File: src/rtl/timer_ctrl_pkg.sv
// Shared types and constants for the countdown timer.
// State encoding and BCD digit limits.
package timer_ctrl_pkg;

  typedef enum logic [1:0] {
    ST_COUNT = 2'd0,
    ST_PAUSE = 2'd1,
    ST_DONE  = 2'd2
  } state_e;

  localparam logic [3:0] BCD_NINE = 4'd9;
  localparam logic [3:0] BCD_ZERO = 4'd0;

endpackage

File: src/rtl/btn_edge.sv
// Rising-edge detector for a debounced button level.
// Emits a single-cycle press pulse when the level first goes high.
module btn_edge
  import timer_ctrl_pkg::*;
(
  input  logic clk,
  input  logic rst,
  input  logic lvl_i,
  output logic pulse_o
);

  logic prev_q;

  // Remember last cycle's level for edge detection.
  always_ff @(posedge clk or negedge rst) begin
    if (!rst) prev_q <= 1'b0;
    else      prev_q <= lvl_i;
  end

  assign pulse_o = lvl_i & ~prev_q;

endmodule

File: src/rtl/timer_ctrl.sv
// Two-digit BCD countdown timer with pause/clear buttons.
// Counting/done decode straight from the state register.
module timer_ctrl
  import timer_ctrl_pkg::*;
#(
  parameter logic [3:0] START_TENS = 4'd3,
  parameter logic [3:0] START_ONES = 4'd0
) (
  input  logic       clk,
  input  logic       rst,
  input  logic       tick,
  input  logic       btn_pause,
  input  logic       btn_clear,
  output logic [3:0] bcd_tens,
  output logic [3:0] bcd_ones,
  output logic       counting,
  output logic       done,
  output logic       blink
);

  state_e     state_q, state_d;
  logic [3:0] tens_q, tens_d;
  logic [3:0] ones_q, ones_d;
  logic       blink_q, blink_d;
  logic       pause_p, clear_p;
  logic       is_zero, is_one;

  btn_edge u_pause (
    .clk     (clk),
    .rst     (rst),
    .lvl_i   (btn_pause),
    .pulse_o (pause_p)
  );

  btn_edge u_clear (
    .clk     (clk),
    .rst     (rst),
    .lvl_i   (btn_clear),
    .pulse_o (clear_p)
  );

  assign is_zero = (tens_q == BCD_ZERO) && (ones_q == BCD_ZERO);
  assign is_one  = (tens_q == BCD_ZERO) && (ones_q == 4'd1);

  // Next state, BCD decrement and blink; clear overrides everything.
  always_comb begin
    state_d = state_q;
    tens_d  = tens_q;
    ones_d  = ones_q;
    blink_d = blink_q;
    if (clear_p) begin
      state_d = ST_PAUSE;
      tens_d  = START_TENS;
      ones_d  = START_ONES;
      blink_d = 1'b0;
    end else begin
      unique case (state_q)
        ST_COUNT: begin
          if (tick) begin
            if (is_zero) begin
              state_d = ST_DONE;
              blink_d = 1'b0;
            end else begin
              if (ones_q == BCD_ZERO) begin
                ones_d = BCD_NINE;
                tens_d = tens_q - 4'd1;
              end else begin
                ones_d = ones_q - 4'd1;
              end
              if (is_one) begin
                state_d = ST_DONE;
                blink_d = 1'b0;
              end else if (pause_p) begin
                state_d = ST_PAUSE;
              end
            end
          end else if (pause_p) begin
            state_d = ST_PAUSE;
          end
        end
        ST_PAUSE: begin
          if (pause_p) begin
            state_d = is_zero ? ST_DONE : ST_COUNT;
          end
        end
        ST_DONE: begin
          if (tick) blink_d = ~blink_q;
        end
        default: begin
          state_d = ST_COUNT;
          blink_d = 1'b0;
        end
      endcase
    end
  end

  // State, digit and blink registers.
  always_ff @(posedge clk or negedge rst) begin
    if (!rst) begin
      state_q <= ST_COUNT;
      tens_q  <= START_TENS;
      ones_q  <= START_ONES;
      blink_q <= 1'b0;
    end else begin
      state_q <= state_d;
      tens_q  <= tens_d;
      ones_q  <= ones_d;
      blink_q <= blink_d;
    end
  end

  assign bcd_tens = tens_q;
  assign bcd_ones = ones_q;
  assign blink    = blink_q;
  assign counting = (state_q == ST_COUNT);
  assign done     = (state_q == ST_DONE);

endmodule

File: config.mk
export PLATFORM = sky130hd
export DESIGN_NAME = timer_ctrl
export DESIGN_NICKNAME = d
export VERILOG_FILES = /design/src/rtl/timer_ctrl_pkg.sv /design/src/rtl/btn_edge.sv /design/src/rtl/timer_ctrl.sv
export SDC_FILE = /design/constraint.sdc
export NUM_CORES = 1
export LEC_CHECK = 0
export BUFFER_PORTS_ARGS = -buffer_cell sky130_fd_sc_hd__clkbuf_2
export CORE_UTILIZATION = 25
export DETAILED_ROUTE_END_ITERATION = 7
export GPL_ROUTABILITY_DRIVEN = 0
export SLEW_MARGIN = 10
export SYNTH_ARGS = -nofsm -noshare
export SYNTH_HDL_FRONTEND = slang
export SYNTH_SLANG_ARGS = --single-unit
File: constraint.sdc
create_clock -name clk -period 5.1 [get_ports clk]
set_clock_uncertainty 0.2 [all_clocks]
set_input_delay 1.02 -clock clk [delete_from_list [all_inputs] [get_ports clk]]
set_output_delay 1.02 -clock clk [all_outputs]
set_load 0.02 [all_outputs]
==> out/results.tsv, run 1 <==
metric	value	unit
status	finished, violations left	
violations	design-rule violations	
h-tree-depth	1	
muxShareOfSynthArea	1.30	%
grt_start_max_net_pins	14	
track_usage	9.72	%
r2r_slack	3.11	ns
ys_seq_elements	13	
finalHoldViolations	0	
cts_resized	0	
num-nets-final	101	
leakagePower	0.419	nW
dr_total_vias	603	
holdWs	0.321	ns
drc_errors	1	
cts_sinks	13	
portBuffers	15	
syn_nets	85	
worst_pin_slew	0.471	ns
synthXorXnorAreaFrac	4.56	%
start_kind	flop	
post_drt_wl_per_cell	11.9	um
cts_buffer_depth	2	
grt_pass1_vias	562	
grt_overflow	0	
rsz0062_at_grt	false	
seq_area_frac_synth	42.7	%
yosysTopAreaCell	dfrtp_1	
r2r-start	bcd_ones[0]	
drt_iter0_markers	17	
worstPathMaxFanout	8	
yosys_warnings	0	
synth.avg_cell_area	9.98	sq um
vdd_drop_max	0.000105	V
synth-simple-area-share	21.3	%
start_util	27.2	%
ys_top_cells_by_area	dfrtp_1 (36%), dfstp_2 (6.8%), ha_1 (4.9%), nor2_1 (3.4%), nor2b_1 (3.3%)	
cts_setup_buffers	0	
hpwl	1120	um
synth_top_area_share	35.8	%
drive_gt1_share	28.3	%
coreArea	2830	sq um
area_delta_synth_final	14.3	%
endpoint	done	
insertedDiodeCount	0	
globalRouteMet3Util	4.08	%
cts_tree	yes	
fmax	428	MHz
use_met2	17.4	%
cts_root_buffer	clkbuf_4	
setup_violations	0	
grt.busiest_layer	met2	
reg2reg_depth	6	
ioPinCount	16	
die_w	57.4	um
die_h	57.4	um
netlist_instances	77	
synthAdderAreaFrac	4.89	%
ys_types	33	
fp-row-count	19	
endpoint_kind	output port	
clk_latency	0.28	ns
synth_compound_area_share	18.2	%
die-area	3300	sq um
min_path_type	flop to flop	
r2r_end	bcd_ones[3]	
grt_pass1_wl	2440	um
drv_cap	0	
dpl_cell_area	851	sq um
critPathLaunch	state_q[1]	
fin_tns_setup	0	ns
post-route-min-period	2.33	ns
max_slew_margin	68.5	%
fin_area	878	sq um
antenna_found_initial	0	
fin_crit_sh	45.8	%
p_per_area	497	nW/um^2
cp_data_arrival_time	1.11	ns
holdBufCountCts	0	
total_power	0.437	mW
viasPerCell	4.90	
ant_nets	0	
wl	1460	um
netlist_area	768	sq um
numCtsBuffers	3	
clk_pin_slew	0.07	ns
synth_top_family_by_area	simple AND/OR/NAND/NOR gates	
required	3.88	ns
grt.met1_usage	10.6	%
hold_start	bcd_tens[1]	
slew_violations	0	
critical_path_class	flop to output port	
first_pass_iters	8	
-- worst max-delay path, cell delays in order, from the launching register on --
cell	delay (ns)
dfrtp_1	0.51
nor2b_1	0.17
clkbuf_2	0.17
-- cell type report --
| type | instances | area, sq um |
|---|---|---|
| Inverter | 6 | 22.5 |
| Multi-Input combinational cell | 54 | 387 |
| Clock inverter | 1 | 5.00 |
| Clock buffer | 3 | 22.5 |
| Sequential cell | 13 | 328 |
| Tap cell | 31 | 38.8 |
| Timing Repair Buffer | 15 | 75.1 |
| Fill cell | 312 | 1950 |
-- where the power goes --
group | leakage [nW] | internal [mW] | switching [mW]
Sequential | 0.161 | 0.134 | 0.0354
Combinational | 0.241 | 0.0824 | 0.122
Clock | 0.0177 | 0.0291 | 0.0345
-- cells by family (layout without fill, tap and decap cells) --
| logic type | after synthesis | after routing |
|---|---|---|
| buffers and inverters | 10 | 25 |
| flip-flops | 13 | 13 |
| AND/OR/NAND/NOR | 28 | 28 |
| multiplexers | 1 | 1 |
| adder cells (fa/ha/maj) | 3 | 3 |
| XOR/XNOR | 4 | 4 |
| AO/OA/AOI/OAI | 18 | 18 |
-- synth_stat cells --
cell / n
a2111oi_2: 1
a21oi_1: 4
ha_1: 3
o21ba_2: 1
nand2b_1: 1
nand2_1: 5
o21ai_0: 4
dfrtp_1: 11
or3b_1: 2
inv_1: 6
buf_2: 1
or2b_2: 1
clkbuf_1: 1
mux2i_1: 1
o211ai_1: 1
nand3b_1: 1
o211a_1: 1
nor3b_1: 1
o31ai_1: 1
o2bb2ai_1: 1
xnor2_1: 2
buf_6: 2
nand3_1: 1
nor3_1: 2
nor3b_4: 1
nand4_1: 2
xor2_1: 2
nor2b_1: 4
o21a_4: 1
o32ai_1: 1
a311oi_1: 2
dfstp_2: 2
nor2_1: 7
-- worst min path at each step --
| stage | to | cells after the start |
|---|---|---|
| 2_1_floorplan | bcd_tens[0] | 2 |
| 3_3_place_gp | bcd_tens[1] | 2 |
| 3_5_place_dp | bcd_tens[1] | 2 |
| 4_1_cts | bcd_tens[1] | 2 |
| 5_1_grt | bcd_tens[1] | 2 |
| 6_report | bcd_tens[1] | 2 |
-- placed cells by master, fill, tap and decap left out, types with 2 or more instances in the layout --
cell	n
nor3_1	2
xor2_1	2
dfstp_2	2
nand2_1	5
clkbuf_2	15
o21ai_0	4
a311oi_1	2
or3b_1	2
xnor2_1	2
clkbuf_4	3
nand4_1	2
nor2_1	7
ha_1	3
inv_1	6
dfrtp_1	11
a21oi_1	4
nor2b_1	4
-- registers in the layout, summed over array words and instances (netlist names) --
name            count
bcd_ones            4
state_q             2
u_pause.prev_q      1
bcd_tens            4
blink               1
u_clear.prev_q      1
-- layer usage --
layer	part of all wire, %	wire length [um]	vias to the layer above
met5	0	0	-
met4	0	0	0
met3	3.8	55	0
met2	54	783	11
met1	43	623	291
li1	-	-	301
-- per-stage QoR --
step / setup slack, ns / utilization [%] / cells
after CTS: 2.75 / 31.0 / 123
final: 2.77 / 31.0 / 123
after floorplan: 2.99 / - / 77
after global placement: 2.83 / 30.1 / 119
after detailed placement: 2.80 / 30.1 / 119
after global routing: 2.69 / 31.0 / 123
Power figures use the tool's default switching activity.
==> run 2, diff against run 1 <==
clock period = 2 ns   (was 5.1 ns; I/O delays follow)
==> out/results.tsv, run 2 (synthesized netlist as in run 1, its figures left out) <==
metric	value	unit
ant_nets	0	
drv_cap	0	
r2r_end	bcd_ones[3]	
critPathMaxStageDelay	0.41	ns
final_common_cell	clkbuf_2	
r2r_slack	0.13	ns
track_usage	10.1	%
grt_pass1_wl	2440	um
rsz0062_at_grt	false	
fp-row-count	19	
crit_path_top_delay_cell	dfrtp_1	
cts_buffer_depth	2	
finalWorstSetupSlack	0.125	ns
dr_total_vias	613	
fin_crit_sh	93.7	%
final_cell_mix	clkbuf_2 (15), dfrtp_1 (11), nor2_1 (7), inv_1 (6), nand2_1 (5)	
leakagePower	0.427	nW
fin_area	902	sq um
slew_violations	0	
violations	design-rule violations	
r2r-start	bcd_ones[1]	
hold_start	btn_pause	
num-nets-final	103	
min_path_type	input pin to flop	
dpl_cell_area	858	sq um
portBuffers	15	
worstHoldPathCells	1	
max_slew_margin	68.9	%
clk_pin_slew	0.08	ns
setup_violations	0	
vdd_drop_max	0.000486	V
grt_pass1_vias	602	
status	finished, violations left	
worstPathMaxFanout	6	
path_cells	inv_1 -> ha_2 -> or3b_4 -> o21a_4 -> a21oi_1 -> a311oi_1	
nFillCells	310	
grt_start_max_net_pins	14	
antenna_found_initial	0	
clk_latency	0.28	ns
cts_root_buffer	clkbuf_4	
cp_data_arrival_time	1.82	ns
start_util	27.2	%
post_drt_wl_per_cell	12.2	um
fmax	533	MHz
wl	1520	um
drc_errors	2	
hpwl	1140	um
critical_path_class	flop to flop	
start_kind	flop	
endpoint_kind	flop	
insertedDiodeCount	0	
finalHoldViolations	0	
post-route-min-period	1.87	ns
worst_pin_slew	0.465	ns
die-area	3300	sq um
first_pass_iters	6	
numCtsBuffers	3	
area_delta_synth_final	17.4	%
grt_overflow	0	
fin_tns_setup	0	ns
ioPinCount	16	
cts_setup_buffers	0	
reg2reg_depth	6	
viasPerCell	4.90	
drive_gt1_share	30.9	%
die_w	57.4	um
drt_iter0_markers	9	
cts_sinks	13	
min_to	u_pause.prev_q	
cts_tree	yes	
die_h	57.4	um
required	1.94	ns
coreArea	2830	sq um
total_power	1.16	mW
preCtsSetupSlack	0.0761	ns
holdWs	0.0281	ns
p_per_area	1280	nW/um^2
h-tree-depth	1	
-- run 2: critical path: cells and delay by family (launching register included) --
family,cells,cell delay [ns]
fa+ha+maj,1,0.21
simple gates,1,0.41
flops,1,0.41
compound gates,3,0.41
buf+inv,1,0.09
-- run 2: how the worst max path moves through the flow --
stage | startpoint | to | slack [ns] | cells after the start
CTS | bcd_ones[1] | bcd_ones[3] | 0.07 | 6
global route | bcd_ones[1] | bcd_ones[3] | 0.03 | 6
floorplan | bcd_ones[0] | bcd_ones[3] | 0.09 | 6
global placement | bcd_ones[1] | bcd_ones[3] | 0.08 | 6
finish | bcd_ones[1] | bcd_ones[3] | 0.13 | 6
detailed placement | bcd_ones[1] | bcd_ones[3] | 0.08 | 6
-- run 2: report_power, final --
group	total, mW	internal, mW	switching [mW]
clock	0.166	0.0775	0.0886
combinational	0.566	0.243	0.323
sequential	0.425	0.342	0.0834
-- run 2: layer usage --
layer / up-vias / wire length, um / global-route usage [%]
met2: 13 / 743 / 16.9
met5: - / 0 / 0
met4: 0 / 20 / 4.88
met1: 294 / 660 / 10.4
met3: 4 / 99 / 4.99
li1: 302 / - / -
-- run 2: per-stage QoR --
| step | util, % | cells |
|---|---|---|
| after floorplan | - | 77 |
| after global placement | 30.3 | 120 |
| after detailed placement | 30.3 | 120 |
| after CTS | 31.6 | 125 |
| after global routing | 31.9 | 125 |
| final | 31.9 | 125 |
-- run 2: what timing repair did --
action / CTS / global route
endpoints found under the setup margin: 0 / 3
gates resized for setup: 0 / 3
hold endpoints to repair: 11 / 0
hold buffers: 1 / 0
-- run 2: cell type report --
type                            instances  area, sq um  share of cell area (%)
Multi-Input combinational cell         54          394                    43.7
Sequential cell                        13          328                    36.3
Timing Repair Buffer                   17         92.6                    10.3
Tap cell                               31         38.8                    4.30
Clock buffer                            4         26.3                    2.91
Inverter                                6         22.5                    2.50
==> run 3, diff against run 2 <==
RECOVER_POWER = 50   (was unset)
==> out/results.tsv, run 3 (synthesized netlist as in run 1, its figures left out) <==
metric	value	unit
worst_pin_slew	0.712	ns
drv_cap	0	
num-nets-final	103	
antenna_found_initial	0	
grt_start_max_net_pins	14	
ant_nets	0	
start_kind	flop	
cp_data_arrival_time	1.82	ns
die-area	3300	sq um
ioPinCount	16	
dp_cells	120	
fmax	534	MHz
grt_overflow	0	
vdd_drop_max	0.000486	V
numCtsBuffers	3	
fin_crit_sh	93.7	%
first_pass_iters	6	
start_util	27.2	%
coreArea	2830	sq um
drc_errors	2	
min_path_type	input pin to flop	
area_delta_synth_final	16.6	%
cts_root_buffer	clkbuf_4	
grt_pass1_wl	2440	um
clk_pin_slew	0.08	ns
violations	design-rule violations	
fp-row-count	19	
insertedDiodeCount	0	
die_w	57.4	um
dr_total_vias	615	
slew_violations	0	
cts_tree	yes	
portBuffers	15	
post_drt_wl_per_cell	12.2	um
die_h	57.4	um
status	finished, violations left	
post-route-min-period	1.87	ns
setup_violations	0	
required	1.94	ns
final_cell_mix	dfrtp_1 (11), clkbuf_2 (10), nor2_1 (7), inv_1 (6), clkbuf_1 (6)	
grt_pass1_vias	602	
max_slew_margin	52.5	%
cts_setup_buffers	0	
drive_gt1_share	25.5	%
fin_tns_setup	0	ns
viasPerCell	4.92	
finalHoldViolations	0	
clk_latency	0.28	ns
p_per_area	1290	nW/um^2
final_common_cell	dfrtp_1	
track_usage	10.1	%
nFillCells	307	
wl	1520	um
endpoint_kind	flop	
rsz0062_at_grt	false	
h-tree-depth	1	
worstPathMaxFanout	6	
drt_iter0_markers	9	
leakagePower	0.412	nW
critical_path_class	flop to flop	
fin_cells	125	
cts_sinks	13	
cts_buffer_depth	2	
hpwl	1140	um
-- run 3: cell counts in the layout (fill, tap and decap cells not counted) --
No cell type changed its count.
-- run 3: metal layers --
metal  global-route usage, %  part of all wire, %  vias to the layer above
li1                        -                    -                      303
met1                    10.4                   43                      295
met2                    16.9                   49                       13
met3                    4.99                  6.5                        4
met4                    4.88                  1.3                        0
met5                       0                    0                        -
-- run 3: final cells by class --
| type | count | area [sq um] | share of cell area [%] |
|---|---|---|---|
| Sequential cell | 13 | 328 | 36.6 |
| Clock buffer | 4 | 26.3 | 2.93 |
| Tap cell | 31 | 38.8 | 4.33 |
| Inverter | 6 | 22.5 | 2.51 |
| Multi-Input combinational cell | 54 | 394 | 44.0 |
| Timing Repair Buffer | 17 | 86.3 | 9.64 |
-- run 3: worst paths after layout --
path                        startpoint             end  slack (ns)  cells after the start
max in group asynchronous          rst     bcd_tens[3]        0.68                      2
hold / removal               btn_pause  u_pause.prev_q        0.03                      1
setup / recovery           bcd_ones[1]     bcd_ones[3]        0.13                      6
hold reg to reg            bcd_tens[1]     bcd_tens[1]        0.33                      2
min in group asynchronous          rst      state_q[1]        0.47                      2
setup reg to reg           bcd_ones[1]     bcd_ones[3]        0.13                      6
-- run 3: where the power goes --
part / internal [mW] / switching (mW)
registers: 0.342 / 0.0831
logic: 0.238 / 0.323
clock network: 0.0775 / 0.0886
-- run 3: repair_timing --
action                                 4_1_cts  5_1_grt
setup endpoints to repair                    0        3
hold buffers                                 1        0
endpoints found under the hold margin       11        0
gates resized for setup                      0        3
-- run 3: per-stage QoR --
stage / setup WS (ns) / instance area [sq um] / power, mW / hold slack [ns] / utilization (%)
after global routing: 0.0277 / 896 / 1.25 / 0.0123 / 31.7
after floorplan: 0.0895 / 768 / 0.835 / -0.0956 / -
after CTS: 0.0663 / 895 / 1.15 / 0.0220 / 31.6
final: 0.126 / 896 / 1.15 / 0.0281 / 31.7
after detailed placement: 0.0761 / 858 / 0.973 / 0.115 / 30.3
after global placement: 0.0816 / 858 / 0.961 / 0.117 / 30.3
-- run 3: worst max-delay path: stages, from the launching register on --
cell and delay, ns:
dfrtp_1 0.41, inv_1 0.09, ha_2 0.21, or3b_4 0.41
o21a_4 0.23, a21oi_1 0.12, a311oi_1 0.06
